$ cat config.mk
export PLATFORM = sky130hd
export DESIGN_NAME = spi_slave_bus_bridge
export DESIGN_NICKNAME = d
export VERILOG_FILES = /design/src/rtl/spi_slave_pkg.sv /design/src/rtl/spi_slave_wr_fifo.sv /design/src/rtl/spi_slave_bus_bridge.sv
export SDC_FILE = /design/constraint.sdc
export NUM_CORES = 1
export LEC_CHECK = 0
export CORE_ASPECT_RATIO = 0.9
export CORE_MARGIN = 2
export CORE_UTILIZATION = 35
export CTS_CLUSTER_DIAMETER = 150
export CTS_CLUSTER_SIZE = 28
export DETAILED_ROUTE_END_ITERATION = 12
export GPL_ROUTABILITY_DRIVEN = 0
export PLACE_DENSITY_LB_ADDON = 0.12
export SLEW_MARGIN = 15
export SYNTH_ARGS = -nofsm -noshare
export SYNTH_HDL_FRONTEND = slang
export SYNTH_SLANG_ARGS = --single-unit
$ cat constraint.sdc
create_clock -name sclk -period 3.2 [get_ports sclk]
set_input_delay 0.64 -clock sclk [delete_from_list [all_inputs] [get_ports sclk]]
set_output_delay 0.64 -clock sclk [all_outputs]
set_load 0.005 [all_outputs]
$ cat src/rtl/spi_slave_pkg.sv
// Shared types for the SPI slave bus bridge: FSM state encoding and the
// write FIFO entry layout at the default address/data widths.
package spi_slave_pkg;

  localparam int ADDR_W = 12;
  localparam int DATA_W = 8;

  typedef enum logic [1:0] {
    IDLE    = 2'd0,
    WR_REQ  = 2'd1,
    RD_REQ  = 2'd2,
    RD_WAIT = 2'd3
  } bridge_state_e;

  // Each queued write carries the address captured when the beat arrived.
  typedef struct packed {
    logic [ADDR_W-1:0] addr;
    logic [DATA_W-1:0] data;
  } wr_entry_t;

endpackage

$ cat src/rtl/spi_slave_wr_fifo.sv
// Synchronous write FIFO for the bus bridge; a pop frees a slot for a push
// in the same cycle, so a full FIFO still accepts a beat while draining.
module spi_slave_wr_fifo #(
  parameter int WIDTH = 20,
  parameter int DEPTH = 4
) (
  input  logic             sclk,
  input  logic             sys_rst,
  input  logic             push,
  input  logic [WIDTH-1:0] din,
  input  logic             pop,
  output logic             full,
  output logic             empty,
  output logic             empty_next,
  output logic [WIDTH-1:0] head
);

  localparam int AW = $clog2(DEPTH);
  localparam logic [AW:0] FULL_CNT = (AW+1)'(DEPTH);

  logic [WIDTH-1:0] mem [DEPTH];
  logic [AW-1:0]    rd_ptr;
  logic [AW-1:0]    wr_ptr;
  logic [AW:0]      count;
  logic [AW:0]      count_next;
  logic             do_push;
  logic             do_pop;

  assign do_pop  = pop && !empty;
  assign do_push = push && (!full || do_pop);

  always_comb begin
    count_next = count;
    case ({do_push, do_pop})
      2'b10:   count_next = count + (AW+1)'(1);
      2'b01:   count_next = count - (AW+1)'(1);
      default: count_next = count;
    endcase
  end

  assign empty_next = (count_next == '0);
  assign head       = mem[rd_ptr];

  always_ff @(posedge sclk) begin
    if (sys_rst) begin
      rd_ptr <= '0;
      wr_ptr <= '0;
      count  <= '0;
      full   <= 1'b0;
      empty  <= 1'b1;
    end else begin
      if (do_push) wr_ptr <= wr_ptr + AW'(1);
      if (do_pop)  rd_ptr <= rd_ptr + AW'(1);
      count <= count_next;
      full  <= (count_next == FULL_CNT);
      empty <= empty_next;
    end
  end

  always_ff @(posedge sclk) begin
    if (do_push) mem[wr_ptr] <= din;
  end

endmodule

$ cat src/rtl/spi_slave_bus_bridge.sv
// Bridges the SPI slave control stream onto a req/gnt memory bus with a write
// FIFO and one-word read prefetch. Define SPI_BRIDGE_WRAP_EN for burst wrapping.
module spi_slave_bus_bridge #(
  parameter int ADDR_WIDTH = 12,
  parameter int DATA_WIDTH = 8,
  parameter int FIFO_DEPTH = 4
) (
  input  logic                  sclk,
  input  logic                  sys_rst,
  input  logic                  cs,
  input  logic                  ctrl_rd_wr,
  input  logic [ADDR_WIDTH-1:0] ctrl_addr,
  input  logic                  ctrl_addr_valid,
  input  logic [DATA_WIDTH-1:0] ctrl_data_rx,
  input  logic                  ctrl_data_rx_valid,
  output logic [DATA_WIDTH-1:0] ctrl_data_tx,
  input  logic                  ctrl_data_tx_ready,
  input  logic [15:0]           wrap_length,
  output logic                  bus_req,
  output logic                  bus_we,
  output logic [ADDR_WIDTH-1:0] bus_addr,
  output logic [DATA_WIDTH-1:0] bus_wdata,
  input  logic                  bus_gnt,
  input  logic                  bus_rvalid,
  input  logic [DATA_WIDTH-1:0] bus_rdata,
  output logic                  wr_overflow,
  output logic                  busy
);

  import spi_slave_pkg::*;

  bridge_state_e state;
  bridge_state_e state_next;

  logic [ADDR_WIDTH-1:0] ptr;
  logic                  rd_mode;
  logic                  buf_valid;
  logic                  rd_drop;

  logic                  fifo_full;
  logic                  fifo_empty;
  logic                  fifo_empty_next;
  logic                  fifo_pop;
  logic                  wr_accept;
  logic                  rd_capture;
  logic                  advance;
  logic [ADDR_WIDTH+DATA_WIDTH-1:0] fifo_head;
  logic [ADDR_WIDTH-1:0] head_addr;
  logic [DATA_WIDTH-1:0] head_data;

  assign fifo_pop   = (state == WR_REQ) && bus_gnt;
  assign wr_accept  = ctrl_data_rx_valid && (!fifo_full || fifo_pop);
  assign rd_capture = (state == RD_WAIT) && bus_rvalid && !rd_drop && !cs && !ctrl_addr_valid;
  assign advance    = wr_accept || rd_capture;
  assign {head_addr, head_data} = fifo_head;

  spi_slave_wr_fifo #(
    .WIDTH (ADDR_WIDTH + DATA_WIDTH),
    .DEPTH (FIFO_DEPTH)
  ) u_wr_fifo (
    .sclk       (sclk),
    .sys_rst    (sys_rst),
    .push       (wr_accept),
    .din        ({ptr, ctrl_data_rx}),
    .pop        (fifo_pop),
    .full       (fifo_full),
    .empty      (fifo_empty),
    .empty_next (fifo_empty_next),
    .head       (fifo_head)
  );

`ifdef SPI_BRIDGE_WRAP_EN
  logic [ADDR_WIDTH-1:0] base;
  logic [15:0]           beat;
  logic                  wrap_hit;

  assign wrap_hit = (wrap_length != 16'd0) && (16'(beat + 16'd1) == wrap_length);

  always_ff @(posedge sclk) begin
    if (sys_rst) begin
      ptr  <= '0;
      base <= '0;
      beat <= '0;
    end else if (ctrl_addr_valid) begin
      ptr  <= ctrl_addr;
      base <= ctrl_addr;
      beat <= '0;
    end else if (advance) begin
      if (wrap_hit) begin
        ptr  <= base;
        beat <= '0;
      end else begin
        ptr  <= ptr + ADDR_WIDTH'(1);
        beat <= beat + 16'd1;
      end
    end
  end
`else
  logic unused_wrap_length;
  assign unused_wrap_length = ^wrap_length;

  always_ff @(posedge sclk) begin
    if (sys_rst) begin
      ptr <= '0;
    end else if (ctrl_addr_valid) begin
      ptr <= ctrl_addr;
    end else if (advance) begin
      ptr <= ptr + ADDR_WIDTH'(1);
    end
  end
`endif

  // Reads never start while a new access or write beat could still move ptr.
  always_comb begin
    state_next = state;
    case (state)
      IDLE: begin
        if (!fifo_empty) begin
          state_next = WR_REQ;
        end else if (rd_mode && !buf_valid && !cs && !ctrl_addr_valid && !ctrl_data_rx_valid) begin
          state_next = RD_REQ;
        end
      end
      WR_REQ: begin
        if (bus_gnt) state_next = IDLE;
      end
      RD_REQ: begin
        if (bus_gnt) begin
          state_next = RD_WAIT;
        end else if (cs || ctrl_addr_valid) begin
          state_next = IDLE;
        end
      end
      RD_WAIT: begin
        if (bus_rvalid) state_next = IDLE;
      end
      default: state_next = IDLE;
    endcase
  end

  // A read already granted must still absorb its response; rd_drop marks it stale.
  always_ff @(posedge sclk) begin
    if (sys_rst) begin
      state   <= IDLE;
      rd_drop <= 1'b0;
    end else begin
      state <= state_next;
      if (state == IDLE) begin
        rd_drop <= 1'b0;
      end else if (((state == RD_REQ) && bus_gnt) || (state == RD_WAIT)) begin
        if (cs || ctrl_addr_valid) rd_drop <= 1'b1;
      end
    end
  end

  // Request fields latch on entry to a request state and hold until grant.
  always_ff @(posedge sclk) begin
    if (sys_rst) begin
      bus_req   <= 1'b0;
      bus_we    <= 1'b0;
      bus_addr  <= '0;
      bus_wdata <= '0;
      busy      <= 1'b0;
    end else begin
      bus_req <= (state_next == WR_REQ) || (state_next == RD_REQ);
      busy    <= !fifo_empty_next || (state_next != IDLE);
      if ((state == IDLE) && (state_next == WR_REQ)) begin
        bus_we    <= 1'b1;
        bus_addr  <= head_addr;
        bus_wdata <= head_data;
      end else if ((state == IDLE) && (state_next == RD_REQ)) begin
        bus_we   <= 1'b0;
        bus_addr <= ptr;
      end
    end
  end

  // Invalidating the buffer leaves its last data visible on ctrl_data_tx.
  always_ff @(posedge sclk) begin
    if (sys_rst) begin
      rd_mode      <= 1'b0;
      buf_valid    <= 1'b0;
      ctrl_data_tx <= '0;
      wr_overflow  <= 1'b0;
    end else begin
      if (cs) begin
        rd_mode <= 1'b0;
      end else if (ctrl_addr_valid) begin
        rd_mode <= ctrl_rd_wr;
      end

      if (ctrl_addr_valid || cs) begin
        buf_valid <= 1'b0;
      end else if (rd_capture) begin
        buf_valid    <= 1'b1;
        ctrl_data_tx <= bus_rdata;
      end else if (ctrl_data_tx_ready && buf_valid) begin
        buf_valid <= 1'b0;
      end

      if (ctrl_addr_valid) begin
        wr_overflow <= 1'b0;
      end else if (ctrl_data_rx_valid && !wr_accept) begin
        wr_overflow <= 1'b1;
      end
    end
  end

endmodule

==> summary.md <==
| Metric | Value |
|---|---|
| Congestion Overflow GR | `0` |
| Final wirelength | `between 10 and 15 mm` |
| Syn Std Cell Area | `~5700 µm²` |
| Share of the synthesized area in the top cell type | `0.421` |
| Crit path required time | `around 3500 ps` |
| Critical path startpoint category | `input pin` |
| Destination of the worst register-to-register timing path | `u_wr_fifo.empty` |
| Total of flip-flops plus latches after synthesis | `140` |
| Count of antenna diodes in the layout | `0` |
| Clock Tree Buf Depth | `2` |
| I/O pin count | `between 80 and 90` |
| Later-pin clock latency in the skew report | `around 410 ps` |
| Number of nets in the layout | `around 560` |
| Period Utilization, post-route | `0.829` |
| Relative area change from synthesis to final layout | `26.8%` |
| Final Max Tran Viols | `0` |
| Summed area of non-filler cells in the final layout | `between 7000 and 8000 µm²` |
| Worst Setup End Kind | `register` |
| Number of setup violations in the final report | `0` |
| Number of library cell types mapped by synthesis | `40` |
| Number of enable-type register cells in the synthesized netlist | `80` |
| Sequential cell area in the final layout | `3600 µm²` |
| Via density per instance | `4.78` |
| Global routing usage summed across all routing layers | `0.139` |
| Largest clock skew in the final design | `around 6.4 ps` |
| Placed cells | `approximately 680` |
| Sinks on the clock net | `140` |
| Final Power | `around 0.0045 W` |
| Quantity of gates resized following cts | `0` |
| Main synth FF type | `sky130_fd_sc_hd__edfxtp_1` |
| Register-to-Register Path Depth | `11` |
| Total placed instance area | `about 6700 µm²` |
| Post-CTS Repair Setup Buffers | `0` |
| FILL cells | `roughly 1400` |
| Share of layout cells above drive strength 1 | `0.142` |
| Number of standard cells in the final layout excluding fillers | `714` |
| Startpoint of the most critical setup path | `bus_gnt` |
| DPL Wire Length | `7.20 mm` |
| Wire length of the first global-routing pass | `about 19 mm` |
| Cell Rows | `44` |
| Die boundary height | `approximately 130 µm` |
| Routed via count | `3416` |
| Number of max-capacitance violations reported | `0` |
| Static leakage | `~2.6 nW` |
| Wirelength per Cell | `16.0 µm` |
| Gate count of the mapped netlist | `420` |
| Most frequent cells in the layout | `sky130_fd_sc_hd__edfxtp_1, sky130_fd_sc_hd__clkdlybuf4s50_1, sky130_fd_sc_hd__dfxtp_1` |
| Initial Util | `0.356` |
| First-pass iteration count of the detailed router | `4` |
| Synthesized area per cell | `about 14 µm²` |
| Outcome | `completed` |
| Clk root buf | `sky130_fd_sc_hd__clkbuf_16` |
| Clock slew seen by the registers of the worst setup and hold paths | `60 ps` |
| Post-synth net total | `483` |
| Achievable clock frequency | `~380 MHz` |
| H-tree Lvls | `4` |
| Main area contributors after synthesis | `sky130_fd_sc_hd__edfxtp_1, sky130_fd_sc_hd__dfxtp_1, sky130_fd_sc_hd__mux4_2` |
| Category of the critical setup timing path | `input pin to register` |
| Most common cell after layout, fill and taps aside | `sky130_fd_sc_hd__edfxtp_1` |
| Number of clock buffers inserted by TritonCTS | `17` |
| Unrepaired setup endpoints after global routing | `no` |
| CTS tree | `yes` |
| Initial DRC Count | `228` |
| Startpoint of the worst-slack reg-to-reg timing path | `state[1]` |
| Arrival time of data at the critical path endpoint | `between 2000 and 3000 ps` |
| Remaining number of nets flagged by the antenna check after routing | `0` |
| Share of synthesized area occupied by flip-flops and latches | `0.632` |
| Setup TNS after final layout | `0 ps` |
| Maximum number of pins on one net before global-route repair | `37` |
| Async set-or-reset flop fraction in the synthesized netlist | `0` |
| Worst setup endpoint | `u_wr_fifo.empty` |
| Port Buffer Count | `between 60 and 70` |
| Pwr dens | `between 600 and 700 nW/µm²` |
| Number of hold-slack violations in the final timing report | `0` |
| Biggest area consumer among synthesized cells | `sky130_fd_sc_hd__edfxtp_1` |
| Worst hold slack | `between 400 and 500 ps` |
| Residual DRC | `0` |
| Antenna violations before repair | `0` |
| Hold WC Path Type | `register to register` |
| Core ar. | `~16000 µm²` |
| CTS hold repair buffers | `0` |
| Remaining max-slew budget at the tightest pin | `0.549` |
| Max VDD drop | `roughly 0.38 mV` |
| Setup slack, reg-to-reg | `710 ps` |
| Transition time at the pin with the least slew margin | `around 680 ps` |
| Critical path peak fanout | `4` |
| Number of synthesis warnings | `0` |
| Final critical-path required period | `between 2000 and 3000 ps` |
| Die area | `between 15000 and 20000 µm²` |
| Via count of the first global-routing pass | `3552` |
| Area of the multi-input gates | `approximately 1900 µm²` |
| Die boundary width | `between 100 and 150 µm` |
==> layer usage <==
| layer | global-route usage | up-vias | wire (µm) |
|---|---|---|---|
| li1 | - | 1670 | - |
| met4 | 0.0414 | 0 | 97 |
| met2 | 0.220 | 73 | 5300 |
| met1 | 0.188 | 1668 | 5490 |
| met3 | 0.0394 | 5 | 504 |
| met5 | 0 | - | 0 |
==> worst max-delay path, stage by stage <==
cell and delay, ps:
sky130_fd_sc_hd__clkdlybuf4s50_1 490, sky130_fd_sc_hd__nand3b_4 140, sky130_fd_sc_hd__o21ai_0 70, sky130_fd_sc_hd__and2_1 170, sky130_fd_sc_hd__inv_1 50, sky130_fd_sc_hd__ha_1 170
sky130_fd_sc_hd__inv_1 60, sky130_fd_sc_hd__fa_1 400, sky130_fd_sc_hd__xor2_1 220, sky130_fd_sc_hd__xnor2_1 150, sky130_fd_sc_hd__o22ai_1 110, sky130_fd_sc_hd__or2_2 270
==> through the flow <==
stage / util / worst slack, ps
floorplan: - / 651
global placement: 0.415 / 137
detailed placement: 0.415 / 121
CTS: 0.451 / 539
global route: 0.451 / 341
finish: 0.451 / 546
==> power breakdown <==
part	total [W]	leakage [nW]	internal, W	switching [W]
Clock	0.00189	0.279	0.00115	0.000743
Sequential	0.00212	1.24	0.00204	0.0000832
Combinational	0.000506	1.08	0.000272	0.000234
==> state kept, by name, summed over array words and instances, names as in the netlist, 2 cells and up, named ones only <==
register	flops
bus_wdata	8
u_wr_fifo.mem	80
u_wr_fifo.rd_ptr	2
ctrl_data_tx	8
u_wr_fifo.count	3
state	2
ptr	12
bus_addr	12
u_wr_fifo.wr_ptr	2
==> worst min path at each step <==
stage / from / cells after the start / slack (ps) / endpoint
floorplan: bus_wdata[0] / 2 / 450 / bus_wdata[0]
global placement: bus_wdata[3] / 2 / 440 / bus_wdata[3]
detailed placement: bus_wdata[0] / 2 / 450 / bus_wdata[0]
CTS: bus_wdata[0] / 2 / 450 / bus_wdata[0]
global route: bus_wdata[3] / 2 / 470 / bus_wdata[3]
finish: bus_wdata[3] / 2 / 450 / bus_wdata[3]
==> layout make-up <==
cell class | count | share of cell area
sequential | 140 | 0.498
timing repair buffer | 82 | 0.115
inverter | 19 | 0.00986
clock buffer | 18 | 0.0594
multi-input combinational | 234 | 0.262
clock inverter | 14 | 0.0201
tap | 207 | 0.0358
==> kinds of logic after synthesis <==
group / Yosys count / share of synthesized area
flip-flops: 140 / 0.632
AND/OR/NAND/NOR: 96 / 0.0847
AO/OA/AOI/OAI: 68 / 0.0785
buffers and inverters: 46 / 0.0366
multiplexers: 42 / 0.118
XOR/XNOR: 18 / 0.0276
adder cells (fa/ha/maj): 10 / 0.0233
==> cells in the mapped netlist, types with 2 or more instances <==
master	instances
sky130_fd_sc_hd__xnor2_1	6
sky130_fd_sc_hd__buf_2	5
sky130_fd_sc_hd__inv_1	19
sky130_fd_sc_hd__and3_1	2
sky130_fd_sc_hd__nand3b_1	3
sky130_fd_sc_hd__edfxtp_1	80
sky130_fd_sc_hd__nor3_1	4
sky130_fd_sc_hd__nand2_1	24
sky130_fd_sc_hd__buf_6	2
sky130_fd_sc_hd__mux2i_1	22
sky130_fd_sc_hd__o21a_1	11
sky130_fd_sc_hd__a21oi_1	34
sky130_fd_sc_hd__buf_4	4
sky130_fd_sc_hd__nor2b_1	4
sky130_fd_sc_hd__o22ai_1	2
sky130_fd_sc_hd__nand4_1	3
sky130_fd_sc_hd__clkbuf_1	16
sky130_fd_sc_hd__and2_1	8
sky130_fd_sc_hd__xor2_1	12
sky130_fd_sc_hd__nand3_1	4
sky130_fd_sc_hd__dfxtp_1	60
sky130_fd_sc_hd__nor2_1	36
sky130_fd_sc_hd__a211oi_1	15
sky130_fd_sc_hd__mux4_2	20
sky130_fd_sc_hd__ha_1	9
Note: power is estimated with default switching activity, not from simulation.
